<file path="src/rtl/fetch_stage.sv">
// MIPS instruction-fetch stage: owns the PC, keeps at most one request in flight
// to instruction memory and drives the IF/ID latch into decode.
module fetch_stage #(
  parameter logic [31:0] RESET_PC  = 32'h0000_0000,
  parameter logic [31:0] NOP_INSTR = 32'h0000_0000
) (
  input  logic        i_clk,
  input  logic        i_nrst,
  output logic        o_imem_req,
  output logic [31:0] o_imem_addr,
  input  logic        i_imem_ack,
  input  logic [31:0] i_imem_rdata,
  input  logic        i_con_ifstall,
  input  logic [1:0]  i_con_jump,
  input  logic [31:0] i_addr_jump,
  input  logic [31:0] i_data_jr,
  input  logic        i_con_Ebranch,
  input  logic [31:0] i_addr_Ebranch,
  output logic [31:0] o_addr_pc4,
  output logic [31:0] o_data_instr,
  output logic        o_con_Dvalid,
  output logic        o_con_Dflush
);

  localparam logic [1:0] S_IDLE = 2'd0;
  localparam logic [1:0] S_REQ  = 2'd1;
  localparam logic [1:0] S_KILL = 2'd2;
  localparam logic [1:0] S_HOLD = 2'd3;

  logic [1:0]  state_q, state_d;
  logic [31:0] pc_q, pc_d, addr_q, addr_d, buf_q, buf_d;
  logic [31:0] instr_q, instr_d, pc4_q, pc4_d;
  logic        dvalid_q, dvalid_d;

  logic [31:0] br_tgt, jmp_tgt, pc_inc;
  logic        jump, bubble;

  assign br_tgt  = i_addr_Ebranch & ~32'd3;
  assign jmp_tgt = (i_con_jump == 2'b01) ? (i_addr_jump & ~32'd3) : (i_data_jr & ~32'd3);
  assign jump    = ((i_con_jump == 2'b01) || (i_con_jump == 2'b10)) && !i_con_ifstall && dvalid_q;
  assign pc_inc  = pc_q + 32'd4;

  always_comb begin
    state_d  = state_q;
    pc_d     = pc_q;
    addr_d   = addr_q;
    buf_d    = buf_q;
    instr_d  = instr_q;
    pc4_d    = pc4_q;
    dvalid_d = dvalid_q;
    bubble   = 1'b0;
    case (state_q)
      S_IDLE: begin
        state_d = S_REQ;
        addr_d  = pc_q;
      end
      S_REQ: begin
        if (i_con_Ebranch || (jump && !i_con_ifstall)) begin
          // A redirect without ack leaves the old request in flight; KILL eats its response.
          pc_d   = i_con_Ebranch ? br_tgt : jmp_tgt;
          bubble = 1'b1;
          if (i_imem_ack) addr_d  = pc_d;
          else            state_d = S_KILL;
        end else if (i_con_ifstall) begin
          if (i_imem_ack) begin
            buf_d   = i_imem_rdata;
            state_d = S_HOLD;
          end
        end else if (i_imem_ack) begin
          instr_d  = i_imem_rdata;
          pc4_d    = pc_inc;
          dvalid_d = 1'b1;
          pc_d     = pc_inc;
          addr_d   = pc_inc;
        end else begin
          bubble = 1'b1;
        end
      end
      S_KILL: begin
        bubble = 1'b1;
        if (i_con_Ebranch) pc_d = br_tgt;
        if (i_imem_ack) begin
          state_d = S_REQ;
          addr_d  = pc_d;
        end
      end
      default: begin
        if (i_con_Ebranch || jump) begin
          pc_d    = i_con_Ebranch ? br_tgt : jmp_tgt;
          bubble  = 1'b1;
          state_d = S_REQ;
          addr_d  = pc_d;
        end else if (!i_con_ifstall) begin
          instr_d  = buf_q;
          pc4_d    = pc_inc;
          dvalid_d = 1'b1;
          pc_d     = pc_inc;
          addr_d   = pc_inc;
          state_d  = S_REQ;
        end
      end
    endcase
    if (bubble) begin
      instr_d  = NOP_INSTR;
      pc4_d    = 32'd0;
      dvalid_d = 1'b0;
    end
  end

  always_ff @(posedge i_clk or negedge i_nrst) begin
    if (!i_nrst) begin
      state_q  <= S_IDLE;
      pc_q     <= RESET_PC;
      addr_q   <= RESET_PC;
      buf_q    <= 32'd0;
      instr_q  <= NOP_INSTR;
      pc4_q    <= 32'd0;
      dvalid_q <= 1'b0;
    end else begin
      state_q  <= state_d;
      pc_q     <= pc_d;
      addr_q   <= addr_d;
      buf_q    <= buf_d;
      instr_q  <= instr_d;
      pc4_q    <= pc4_d;
      dvalid_q <= dvalid_d;
    end
  end

  assign o_imem_req   = (state_q == S_REQ) || (state_q == S_KILL);
  assign o_imem_addr  = addr_q;
  assign o_addr_pc4   = pc4_q;
  assign o_data_instr = instr_q;
  assign o_con_Dvalid = dvalid_q;
  assign o_con_Dflush = i_con_Ebranch;

endmodule

</file>
<file path="config.mk">
export PLATFORM = sky130hd
export DESIGN_NAME = fetch_stage
export DESIGN_NICKNAME = d
export VERILOG_FILES = /design/src/rtl/fetch_stage.sv
export SDC_FILE = /design/constraint.sdc
export NUM_CORES = 1
export LEC_CHECK = 0
export ABC_CLOCK_PERIOD_IN_PS = 6400
export CORE_ASPECT_RATIO = 0.9
export CORE_MARGIN = 5
export CORE_UTILIZATION = 40
export CTS_BUF_LIST = sky130_fd_sc_hd__clkbuf_16
export CTS_CLUSTER_SIZE = 40
export DETAILED_ROUTE_END_ITERATION = 10
export DONT_BUFFER_PORTS = 1
export HOLD_SLACK_MARGIN = 0.03
export PLACE_DENSITY = 0.52
export SYNTH_ARGS = -nofsm -noshare
export SYNTH_HDL_FRONTEND = slang
export SYNTH_SLANG_ARGS = --single-unit
</file>
<file path="constraint.sdc">
create_clock -name i_clk -period 6.4 [get_ports i_clk]
set_clock_uncertainty 0.1 [all_clocks]
set_input_delay 1.92 -clock i_clk [delete_from_list [all_inputs] [get_ports i_clk]]
set_output_delay 1.92 -clock i_clk [all_outputs]
set_load 0.005 [all_outputs]
</file>
==> qor.yml <==
status: "finished, final reports clean"
area_growth_pct: 8.04
fmax_mhz: 225
grt_pass1_vias: 7881
hold_path_class: "reg -> reg"
start_kind: "input port"
fp.coreArea_um2: 23300
ys_ff_latch: 163
syn_avg_cell_area_um2: 9.07
post_synth_num_cell_types: 72
p_leak_nw: 4.22
synthFlopType: "dfrtp_1"
ctsResizeCount: 0
clock_latency_ns: 0.43
cp.required_ns: 6.64
route.detailed.drc: 0
cts_tree: "yes"
firstDrtPassIters: 5
fin_cells: 1304
seqCellArea_um2: 4080
numCtsBuffers: 17
maxCapViolCount: 0
worstSetupPathType: "in -> reg"
finalHoldViolCount: 0
r2r_slack_ns: 2.77
combPwrFrac_pct: 45.9
tightest_slew_ns: 1.04
overflow: 0
num_antenna_cells: 0
portBuffers: 0
max_stage_delay_ns: 0.55
post_cts_buffers: 0
whs_path_depth: 2
ios: 234
die_area_um2: 26800
rsz0062_at_grt: "false"
syn-num-nets: 1182
final_max_slew_viol_count: 0
yosys.area.top_type_share_pct: 43.3
cts_hold_buffers: 0
grt_pass1_wl_mm: 48.4
synthArstFlopShare_pct: 100
worstPathMaxFanout: 19
nets: 1131
grt_max_degree: 164
wl_per_cell_um: 24.5
synth.area.top_cells: "dfrtp_1 43%, mux2i_1 6.4%, o21ai_0 6.3%"
cp.arrival_ns: 4.68
slew_headroom_pct: 30.2
internal_power_w: 0.00290
seq_power_share_pct: 35.2
dp.final_hpwl_mm: 21.0
root_buffer: "clkbuf_16"
dpl.cell_count: 1272
swShare_pct: 46.9
crit_chain: "inv_1, ha_2, or3b_2, nand2_1, buf_4, or4_1, o211ai_1, nor2_1, o31ai_1"
final_common_cell: "dfrtp_1"
dieHeight_um: 156
synthCells: 1040
num_vias: 7888
drive_gt1_share_pct: 11.4
rr_worst_depth: 10
layout_common_cells: "163 x dfrtp_1, 148 x nand2_1, 118 x o21ai_0"
ys_warn_count: 0
yosys.area.top_type: "dfrtp_1"
post-route-period-util_pct: 69.4
cts_sinks: 163
power.clock.fraction_pct: 19.0
fillers: 2244
num_rows: 53
grt_util_all_layers_pct: 23.5
synth_edf_count: 0
initial_core_util_pct: 40.5
antenna_found_initial: 0
viasPerCell: 6.05
cts_max_path_buffers: 2
power.switching_w: 0.00256
yosysSeqAreaShare_pct: 43.3
drtAntennaViolNets: 0
path_clk_slew_ns: 0.08
drtIter0Drc: 722
critPathCaptureType: "flip-flop"
powerDensity_nw_per_um2: 536
cpMaxStageDelayCell: "nand2_1"
h-tree-depth: 4
wirelength_mm: 31.9
multi_input_area_um2: 4950
place_congestion: 0.849
fin_crit_ns: 4.44
tns_ns: 0
synth_area_um2: 9430
ir_drop_mv: 0.314
setup_viol: 0
die_w_um: 172
## per-stage QoR
step                util (%)  instance area, µm²  worst slack [ns]  power [W]  hold slack [ns]
finish                  43.8               10200              1.96    0.00546            0.407
global placement        41.3                9610              1.57    0.00440            0.385
global route            43.8               10200              1.80    0.00585            0.415
floorplan                  -                9430              2.35    0.00362            0.373
CTS                     43.8               10200              1.98    0.00548            0.407
detailed placement      41.3                9610              1.55    0.00443            0.391
## Yosys cell counts, types with 9 or more instances
cell	count
a21oi_1	70
o221ai_1	9
mux2_2	42
o21a_1	10
nor2_1	59
nand2_1	148
buf_1	13
nand4_1	10
a22o_1	13
o21ai_0	118
a22oi_1	10
nand3_1	20
a31oi_1	14
mux2i_1	60
clkbuf_1	55
xnor2_1	16
buf_2	13
a32oi_1	9
nor3_1	17
dfrtp_1	163
a211oi_1	11
inv_1	22
## layout make-up
cell class / count / share of cell area [%]
Sequential cell: 163 / 40.0
Inverter: 23 / 0.847
Multi-Input combinational cell: 771 / 48.6
Clock buffer: 17 / 4.18
Timing Repair Buffer: 13 / 1.08
Tap cell: 302 / 3.71
Clock inverter: 15 / 1.52
## cells by family (layout without fill, tap and decap cells)
| logic type | Yosys count | count (layout) | synth area share [%] |
|---|---|---|---|
| muxes | 102 | 102 | 11.4 |
| adders and majority gates | 7 | 7 | 0.929 |
| buffers and inverters | 106 | 68 | 4.47 |
| AOI/OAI and AO/OA | 327 | 327 | 22.0 |
| xor gates and xnor gates | 24 | 24 | 2.39 |
| DFF | 163 | 163 | 43.3 |
| and+or+nand+nor | 311 | 311 | 15.6 |
## flip-flops by register name, indices dropped and copies added, names as in the netlist
name	flops
buf_q	32
o_addr_pc4	32
o_data_instr	32
o_imem_addr	32
pc_q	32
state_q	2
o_con_Dvalid	1
## per-layer routing
metal / up-vias / track usage (%) / routed length [µm]
met2: 341 / 35.9 / 14200
met1: 3813 / 33.6 / 14100
met3: 32 / 5.83 / 3050
met5: - / 0 / 0
met4: 0 / 5.76 / 537
li1: 3702 / - / -
## worst paths after layout
| path | startpoint | end |
|---|---|---|
| worst max-delay path | i_con_jump[1] | o_imem_addr[19] |
| worst min-delay path | o_addr_pc4[21] | o_addr_pc4[21] |
| worst max register to register | state_q[0] | o_imem_addr[12] |
| worst min register to register | o_addr_pc4[21] | o_addr_pc4[21] |
| max in group asynchronous | i_nrst | o_data_instr[3] |
| min in group asynchronous | i_nrst | o_addr_pc4[8] |
## power groups by stage
stage	clock network, W	logic, W	registers (W)
floorplan	0	0.00186	0.00176
global placement	0	0.00246	0.00193
detailed placement	0	0.00249	0.00195
CTS	0.00106	0.00250	0.00193
global route	0.00110	0.00276	0.00199
finish	0.00103	0.00250	0.00192
## critical path, delay by kind of cell
family,cells,cell delay [ns]
simple gates,4,1.53
compound gates,2,0.40
fa+ha+maj,1,0.38
buf+inv,2,0.44
Power figures use the tool's default switching activity.
